`config.mk`:
```
export PLATFORM = sky130hd
export DESIGN_NAME = controle_execucao
export DESIGN_NICKNAME = d
export VERILOG_FILES = /design/src/rtl/robo_ctrl_pkg.sv /design/src/rtl/controle_execucao_debounce.sv /design/src/rtl/controle_execucao.sv
export SDC_FILE = /design/constraint.sdc
export NUM_CORES = 1
export LEC_CHECK = 0
export ABC_AREA = 1
export CORE_MARGIN = 4
export CORE_UTILIZATION = 50
export CTS_CLUSTER_DIAMETER = 100
export CTS_CLUSTER_SIZE = 20
export DETAILED_ROUTE_END_ITERATION = 7
export HOLD_SLACK_MARGIN = 0.15
export PLACE_DENSITY = 0.69
export SYNTH_ARGS = -nofsm -noshare
export SYNTH_HDL_FRONTEND = slang
export SYNTH_SLANG_ARGS = --single-unit
export TNS_END_PERCENT = 50
```
`constraint.sdc`:
```
create_clock -name clock -period 2.2 [get_ports clock]
set_input_delay 0.22 -clock clock [delete_from_list [all_inputs] [get_ports clock]]
set_output_delay 0.22 -clock clock [all_outputs]
set_load 0.01 [all_outputs]
```
`src/rtl/robo_ctrl_pkg.sv`:
```
// ---------------------------------------------------------------------------
// robo_ctrl_pkg : shared state encoding, default timing and orientation codes
// Revision 1.0
// ---------------------------------------------------------------------------
`default_nettype none

package robo_ctrl_pkg;

  typedef enum logic [1:0] {
    S_RST  = 2'd0,
    S_CONT = 2'd1,
    S_STEP = 2'd2,
    S_HALT = 2'd3
  } estado_t;

  localparam int DEF_DEBOUNCE_CYCLES = 4;
  localparam int DEF_RUN_DIV         = 8;
  localparam int DEF_RESET_HOLD      = 2;

  // Orientation codes shared with the robot datapath.
  typedef enum logic [1:0] {
    N = 2'd0,
    S = 2'd1,
    L = 2'd2,
    O = 2'd3
  } orientacao_t;

endpackage

`default_nettype wire

```
`src/rtl/controle_execucao_debounce.sv`:
```
// ---------------------------------------------------------------------------
// debounce_botao : 2-FF synchronizer + stability counter, rising-edge press pulse
// Revision 1.0
// ---------------------------------------------------------------------------
`default_nettype none

module debounce_botao
  import robo_ctrl_pkg::*;
#(
  parameter int DEBOUNCE_CYCLES = DEF_DEBOUNCE_CYCLES
) (
  input  logic clock,
  input  logic reset,
  input  logic raw,
  output logic level,
  output logic press
);

  localparam logic [7:0] CNT_LAST = 8'(DEBOUNCE_CYCLES - 1);

  logic       sync1;
  logic       sync2;
  logic [7:0] cnt;

  always_ff @(posedge clock or negedge reset) begin
    if (!reset) begin
      sync1 <= 1'b0;
      sync2 <= 1'b0;
      cnt   <= 8'd0;
      level <= 1'b0;
      press <= 1'b0;
    end else begin
      sync1 <= raw;
      sync2 <= sync1;
      press <= 1'b0;
      if (sync2 != level) begin
        if (cnt == CNT_LAST) begin
          level <= sync2;
          cnt   <= 8'd0;
          press <= sync2;
        end else begin
          cnt <= cnt + 8'd1;
        end
      end else begin
        cnt <= 8'd0;
      end
    end
  end

endmodule

`default_nettype wire

```
`src/rtl/controle_execucao.sv`:
```
// ---------------------------------------------------------------------------
// controle_execucao : robot execution controller (reset/enable sequencing,
// continuous/step modes, anomaly halt). Optional macro CONTROLE_STEP_COUNT_EN
// adds the saturating enable counter output passos.
// Revision 1.0
// ---------------------------------------------------------------------------
`default_nettype none

module controle_execucao
  import robo_ctrl_pkg::*;
#(
  parameter int DEBOUNCE_CYCLES = DEF_DEBOUNCE_CYCLES,
  parameter int RUN_DIV         = DEF_RUN_DIV,
  parameter int RESET_HOLD      = DEF_RESET_HOLD
) (
  input  logic        clock,
  input  logic        reset,
  input  logic        btn_reset_raw,
  input  logic        btn_mode_raw,
  input  logic        btn_step_raw,
  input  logic        anomalia,
  output logic        robo_reset,
  output logic        robo_enable,
  output logic        step_mode,
  output logic        halted,
  output logic [1:0]  estado
`ifdef CONTROLE_STEP_COUNT_EN
  ,
  output logic [15:0] passos
`endif
);

  localparam logic [15:0] DIV_LAST  = 16'(RUN_DIV - 1);
  localparam logic [3:0]  HOLD_LAST = 4'(RESET_HOLD - 1);

  logic [2:0] levels_unused;
  logic       reset_press;
  logic       mode_press;
  logic       step_press;

  debounce_botao #(.DEBOUNCE_CYCLES(DEBOUNCE_CYCLES)) u_deb_reset (
    .clock(clock), .reset(reset), .raw(btn_reset_raw),
    .level(levels_unused[0]), .press(reset_press)
  );

  debounce_botao #(.DEBOUNCE_CYCLES(DEBOUNCE_CYCLES)) u_deb_mode (
    .clock(clock), .reset(reset), .raw(btn_mode_raw),
    .level(levels_unused[1]), .press(mode_press)
  );

  debounce_botao #(.DEBOUNCE_CYCLES(DEBOUNCE_CYCLES)) u_deb_step (
    .clock(clock), .reset(reset), .raw(btn_step_raw),
    .level(levels_unused[2]), .press(step_press)
  );

  estado_t     state;
  estado_t     state_n;
  logic [15:0] div_cnt;
  logic [15:0] div_n;
  logic [3:0]  hold_cnt;
  logic [3:0]  hold_n;
  logic        step_mode_n;
  logic        halted_n;
  logic        robo_reset_n;
  logic        enable_n;

  always_ff @(posedge clock or negedge reset) begin
    if (!reset) begin
      state       <= S_RST;
      div_cnt     <= 16'd0;
      hold_cnt    <= 4'd0;
      step_mode   <= 1'b0;
      halted      <= 1'b0;
      robo_reset  <= 1'b1;
      robo_enable <= 1'b0;
    end else begin
      state       <= state_n;
      div_cnt     <= div_n;
      hold_cnt    <= hold_n;
      step_mode   <= step_mode_n;
      halted      <= halted_n;
      robo_reset  <= robo_reset_n;
      robo_enable <= enable_n;
    end
  end

  // Operator reset pre-empts everything; otherwise each state resolves its own
  // priority of anomaly > mode > tick/step.
  always_comb begin
    state_n      = state;
    div_n        = div_cnt;
    hold_n       = hold_cnt;
    step_mode_n  = step_mode;
    halted_n     = halted;
    robo_reset_n = 1'b0;
    enable_n     = 1'b0;
    if (reset_press) begin
      state_n      = S_RST;
      div_n        = 16'd0;
      hold_n       = 4'd0;
      halted_n     = 1'b0;
      robo_reset_n = 1'b1;
    end else begin
      case (state)
        S_RST: begin
          div_n = 16'd0;
          if (mode_press) step_mode_n = ~step_mode;
          if (hold_cnt == HOLD_LAST) begin
            hold_n  = 4'd0;
            state_n = step_mode_n ? S_STEP : S_CONT;
          end else begin
            hold_n       = hold_cnt + 4'd1;
            robo_reset_n = 1'b1;
          end
        end
        S_CONT: begin
          if (anomalia) begin
            state_n  = S_HALT;
            halted_n = 1'b1;
          end else if (mode_press) begin
            step_mode_n = 1'b1;
            state_n     = S_STEP;
            div_n       = 16'd0;
          end else if (div_cnt == DIV_LAST) begin
            div_n    = 16'd0;
            enable_n = 1'b1;
          end else begin
            div_n = div_cnt + 16'd1;
          end
        end
        S_STEP: begin
          if (anomalia) begin
            state_n  = S_HALT;
            halted_n = 1'b1;
          end else if (mode_press) begin
            step_mode_n = 1'b0;
            state_n     = S_CONT;
            div_n       = 16'd0;
          end else if (step_press) begin
            enable_n = 1'b1;
          end
        end
        S_HALT: begin
          if (mode_press) step_mode_n = ~step_mode;
        end
        default: state_n = S_RST;
      endcase
    end
  end

  assign estado = state;

`ifdef CONTROLE_STEP_COUNT_EN
  always_ff @(posedge clock or negedge reset) begin
    if (!reset) begin
      passos <= 16'd0;
    end else if (state == S_RST) begin
      passos <= 16'd0;
    end else if (enable_n && (passos != 16'hFFFF)) begin
      passos <= passos + 16'd1;
    end
  end
`endif

endmodule

`default_nettype wire
```
==> metrics.yaml, run 1 <==
syn_avg_cell_area_um2: 7.675
power.switching_mw: 1.505
seqPwrFrac_pct: 38.8
drt_iter0_markers: 141
maxCapViolations: 0
drv_slew: 0
postRouteAntennaNets: 0
ys_ff_latch: 62
cellInternalPower_mw: 2.342
post-cts-setup-buffers: 0
portBuffers: 11
die_width_um: 88.10
grt_pass1_wl_um: 11080
synth.most_common_cell: "nand2_1"
overflow: 0
p_total_mw: 3.847
cts_made_buffers: 9
grt_pass1_vias: 2541
row_count: 28
tightest_slew_ps: 582.6
final_core_util_pct: 59.15
reg2regPathDepth: 10
cts_root_buffer: "clkbuf_8"
start_kind: "flop"
synth_nets: 433
period_needed_ps: 1863
crit_path_top_delay_cell: "dfrtp_1"
design_area_um2: 3585
wl_per_cell_um: 11.51
die_h_um: 88.10
yosys-top-cells-area: "dfrtp_1 (48%), nand2_1 (13%), nor2_1 (9.9%)"
core_area_um2: 6061
cp_max_fo: 11
multi_input_area_um2: 1415
gp_congestion: 0.9368
synth_cells: 418
yosysTopAreaCell: "dfrtp_1"
yosys-top-cells-count: "nand2_1 (108), nor2_1 (85), dfrtp_1 (61)"
cts_hold_buf: 1
insertion_delay_ps: 330
vias: 2581
max-vdd-ir-drop_uv: 587.0
crit_top_cell: "nand2_1"
start_util_pct: 52.93
syn_area_um2: 3208
grt_usage_pct: 18.52
num-fill-cells: 535
setup_viol_count_final: 0
htreeDepth: 3
swShare_pct: 39.12
routed_wl_um: 5960
fin_setup_tns_ps: 0
required_ps: 2470
final-seq-area_um2: 1553
fin_crit_sh_pct: 84.67
hold_class: "input port to flop"
cellLeakagePower_nw: 1.727
synthArstFlopShare_pct: 100.0
min_path_cells: 1
clk_pin_slew_worst_paths_ps: 60
cts_tree: "built"
placed_area_um2: 3405
num_antenna_cells: 0
rsz0062_at_grt: "no"
hold_viol: 0
p_clk_share_pct: 23.8
powerDensity_nw_per_um2: 1073
firstDrtPassIters: 4
ys_seq_area_share_pct: 48.40
numClockSinks: 62
drive_gt1_share_pct: 5.643
cts_resized: 0
synth_top_area_share_pct: 47.58
path_cells: "inv_1, ha_1, nand2_1, nand2_1, nand3_1, nand2_1, nor2_1, nand2_1, nand2_1, nor2_1"
critical_path_arrival_ps: 2130
maxSlewHeadroom_pct: 61.16
dp_hpwl_um: 4346
synthFlopType: "dfrtp_1"
via_per_inst: 4.983
ios: 12
clockBufferDepth: 2
crit_type: "flop to flop"
synth.yosys.warnings: 0
comb_power_share_pct: 37.4
clock.fmax_ghz: 0.5369
antenna_found_initial: 0
drc: 0
finalClockSkew_ps: 9.600
grt_max_degree: 39
synth-edff-count: 0
die-area_um2: 7762
outcome: "finished clean"
ys_types: 31
cpPeakStageDelay_ps: 420
syn2layout_area_growth_pct: 11.74
end_kind: "flop"
final_nets: 455
## cell usage in the layout (no fill, tap or decap), types with 2 or more instances in the layout
master / instances
clkdlybuf4s50_1: 10
o21ai_0: 18
inv_1: 57
o21bai_1: 2
nand2_2: 2
a21oi_1: 9
nand2_1: 108
nor2_1: 85
dfrtp_1: 61
xor2_1: 4
o22ai_1: 3
clkbuf_8: 9
nand4_1: 6
nand3_2: 2
xnor2_1: 3
nor3_1: 3
ha_1: 9
nand3_1: 31
clkbuf_1: 3
## registers in the layout, summed over array words and instances (netlist names), 2 cells and up
signal	count
estado	2
div_cnt	16
u_deb_reset.cnt	8
u_deb_step.cnt	8
hold_cnt	4
u_deb_mode.cnt	8
## logic make-up (layout without fill, tap and decap cells)
kind of cell / after synthesis / in the layout / synth area share (%)
adders and majority gates: 9 / 9 / 3.510
xor gates and xnor gates: 7 / 7 / 1.911
and+or+nand+nor: 242 / 242 / 31.79
AOI/OAI and AO/OA: 38 / 38 / 6.904
DFF: 62 / 62 / 48.40
buffers and inverters: 60 / 85 / 7.488
## through the flow
step | cells | hold WS, ps | worst slack [ps]
floorplan | 418 | -75.59 | 588.8
global placement | 503 | 243.6 | 371.8
detailed placement | 503 | 248.4 | 332.8
CTS | 518 | 309.7 | 347.1
global route | 518 | 293.8 | 99.43
finish | 518 | 324.0 | 337.4
## layer usage
layer	share of wire (%)	GRT usage (%)	vias up
met5	0	0	-
met3	3.8	4.233	9
met2	47	29.73	44
li1	-	-	1357
met1	48	23.17	1171
met4	1.9	10.16	0
## area by class of cell
| class | instances | area share (%) |
|---|---|---|
| Sequential cell | 62 | 43.32 |
| Multi-Input combinational cell | 296 | 39.48 |
| Inverter | 58 | 6.073 |
| Clock buffer | 12 | 3.770 |
| Timing Repair Buffer | 13 | 3.770 |
| Tap cell | 75 | 2.618 |
| Clock inverter | 2 | 0.9773 |
## power by group through the flow
stage	logic [mW]	registers, mW	clock network (mW)
2_1_floorplan	1.13	1.50	0
3_5_place_dp	1.43	1.51	0
6_report	1.44	1.49	0.916
5_1_grt	1.66	1.52	1.01
4_1_cts	1.44	1.49	0.942
3_3_place_gp	1.41	1.50	0
## critical path: cells and delay by family, from the launching register on
| kind | cells | cell delay, ps |
|---|---|---|
| buffers and inverters | 1 | 90 |
| adder cells (fa/ha/maj) | 1 | 290 |
| flip-flops | 1 | 420 |
| AND/OR/NAND/NOR | 8 | 1000 |
## path summary, 6_finish.rpt
check / start / slack, ps / endpoint
setup reg to reg: estado[1] / 340 / div_cnt[10]
hold reg to reg: u_deb_mode.sync1 / 350 / u_deb_mode.sync2
hold / removal: btn_reset_raw / 320 / u_deb_reset.sync1
setup / recovery: estado[1] / 340 / div_cnt[10]
max in group asynchronous: reset / 1180 / hold_cnt[0]
min in group asynchronous: reset / 420 / robo_enable
(Power assumes the default switching activity.)
==> inputs of run 2 (changes only) <==
PLACE_DENSITY = 0.72   (was 0.69)
clock period = 1.6 ns   (was 2.2 ns; I/O delays follow)
==> run 2 against run 1 <==
Sequential share of layout area fell by 4.2 points. Global-route usage rose by 0.87 points. Count of clock-buffer cells in the layout fell by 3. Fmax rose by 18%. Setup slack got worse by 320 ps.
==> metrics.yaml, run 2 (synthesis gave the netlist of run 1 again) <==
outcome: "finished clean"
rsz0062_at_grt: "yes"
ios: 12
required_ps: 1860
largest_reg_flops: 16
largest-register: "div_cnt"
tightest_slew_ps: 400.0
path_buf_inv: 3
clk_pin_slew_worst_paths_ps: 70
gp_congestion: 0.8977
firstDrtPassIters: 4
crit_type: "flop to flop"
end_kind: "flop"
grt_pass1_wl_um: 11720
max-vdd-ir-drop_uv: 885.0
numClockSinks: 62
via_per_inst: 4.998
antenna_found_initial: 0
drv_slew: 0
placed_area_um2: 3602
insertion_delay_ps: 330
fin_setup_tns_ps: 0
design_area_um2: 3976
cts_tree: "built"
htreeDepth: 3
final_core_util_pct: 65.61
grt_max_degree: 63
finalClockSkew_ps: 7.541
overflow: 0
row_count: 28
start_kind: "flop"
rrSetupSlack_ps: 20
postRouteAntennaNets: 0
crit_top_cell: "nand2_4"
core_area_um2: 6061
final_cell_mix: "nand2_1 (102), nor2_1 (80), dfrtp_1 (59)"
cp_top_family: "simple AND/OR/NAND/NOR gates"
cts_root_buffer: "clkbuf_8"
cts_made_buffers: 9
clock.fmax_ghz: 0.6312
vias: 2724
multi_input_area_um2: 1548
cp_max_fo: 6
cpPeakStageDelay_ps: 430
start_util_pct: 52.93
fin_crit_sh_pct: 99.02
syn2layout_area_growth_pct: 23.95
p_total_mw: 6.453
num-fill-cells: 484
grt_pass1_vias: 2741
drt_iter0_markers: 144
powerDensity_nw_per_um2: 1623
die-area_um2: 7762
mostFrequentLayoutCell: "nand2_1"
setup_viol_count_final: 0
critical_path_arrival_ps: 1840
num_antenna_cells: 0
grt_usage_pct: 19.39
hold-worst-slack_ps: 267.5
dp_hpwl_um: 4694
maxSlewHeadroom_pct: 73.05
period_needed_ps: 1584
die_width_um: 88.10
drive_gt1_share_pct: 17.02
path_cells: "inv_4, ha_4, buf_4, nand3_2, nand2_4, nor2_8, buf_12, nand2_4, nand2_2, nand2_1, nor2_1"
maxCapViolations: 0
hold_viol: 0
routed_wl_um: 6560
crit_path_top_delay_cell: "dfrtp_2"
final_nets: 482
drc: 0
die_h_um: 88.10
cellLeakagePower_nw: 1.914
portBuffers: 11
wl_per_cell_um: 12.04
clockBufferDepth: 2
hold_class: "input port to flop"
final-seq-area_um2: 1555
## run 2: changes by cell type in the layout (fill, tap and decap cells not counted), moves of 4 or more
cell | before | now
nand3_1 | 31 | 25
nand2_4 | 1 | 5
nand2_1 | 108 | 102
nor2_1 | 85 | 80
nand3_2 | 2 | 7
buf_4 | 0 | 23
## run 2: stage by stage
stage / std cells / setup WS [ps]
2_1_floorplan: 418 / 21.39
3_3_place_gp: 526 / -2.103
3_5_place_dp: 526 / -40.26
4_1_cts: 544 / -38.05
5_1_grt: 545 / -61.39
6_report: 545 / 15.66
## run 2: repair_timing
action | CTS | global route
endpoints found under the setup margin | 16 | 18
pin swaps | 7 | 11
hold endpoints to repair | 62 | 0
buffers inserted | 2 | 1
hold buffers | 1 | 0
gates resized for setup | 24 | 18
cloned | 1 | 0
## run 2: worst register-to-register path: stages, from the launching register on
cell and delay, ps:
dfrtp_2 430, inv_4 70, ha_4 160, buf_4 140
nand3_2 90, nand2_4 70, nor2_8 160, buf_12 140
nand2_4 50, nand2_2 60, nand2_1 50, nor2_1 90
## run 2: path summary, 6_finish.rpt
kind                            depth (start not counted)        startpoint               end
worst max-delay path                                   11         estado[0]       div_cnt[12]
worst min-delay path                                    1      btn_step_raw  u_deb_step.sync1
worst max register to register                         11         estado[0]       div_cnt[12]
worst min register to register                          0  u_deb_mode.sync1  u_deb_mode.sync2
max in group asynchronous                               3             reset        robo_reset
min in group asynchronous                               3             reset        div_cnt[3]
## run 2: routing by layer
metal / global-route usage [%] / vias up / share of wire [%]
met1: 23.25 / 1264 / 45
li1: - / 1405 / -
met4: 9.066 / 0 / 1.7
met5: 0 / - / 0
met3: 3.669 / 13 / 3.3
met2: 33.63 / 42 / 50
## run 2: cell type report
type / instances / area share, %
flip-flops and latches: 62 / 39.11
multi-input cells: 296 / 38.92
clock buffers: 9 / 3.115
clock inverters: 5 / 1.322
well taps: 75 / 2.360
inverters: 58 / 5.664
repair buffers: 40 / 9.503
## run 2: report_power, final
group | total (mW) | switching, mW | internal (mW)
Clock | 1.27 | 0.580 | 0.693
Combinational | 3.11 | 1.67 | 1.44
Sequential | 2.07 | 0.226 | 1.84
Total | 6.45 | 2.48 | 3.97
==> inputs of run 3 (changes only) <==
CTS_CLUSTER_SIZE = 30   (was 20)
==> results of run 3 <==
No change in the layout: final DEF, timing and power equal those of run 2.
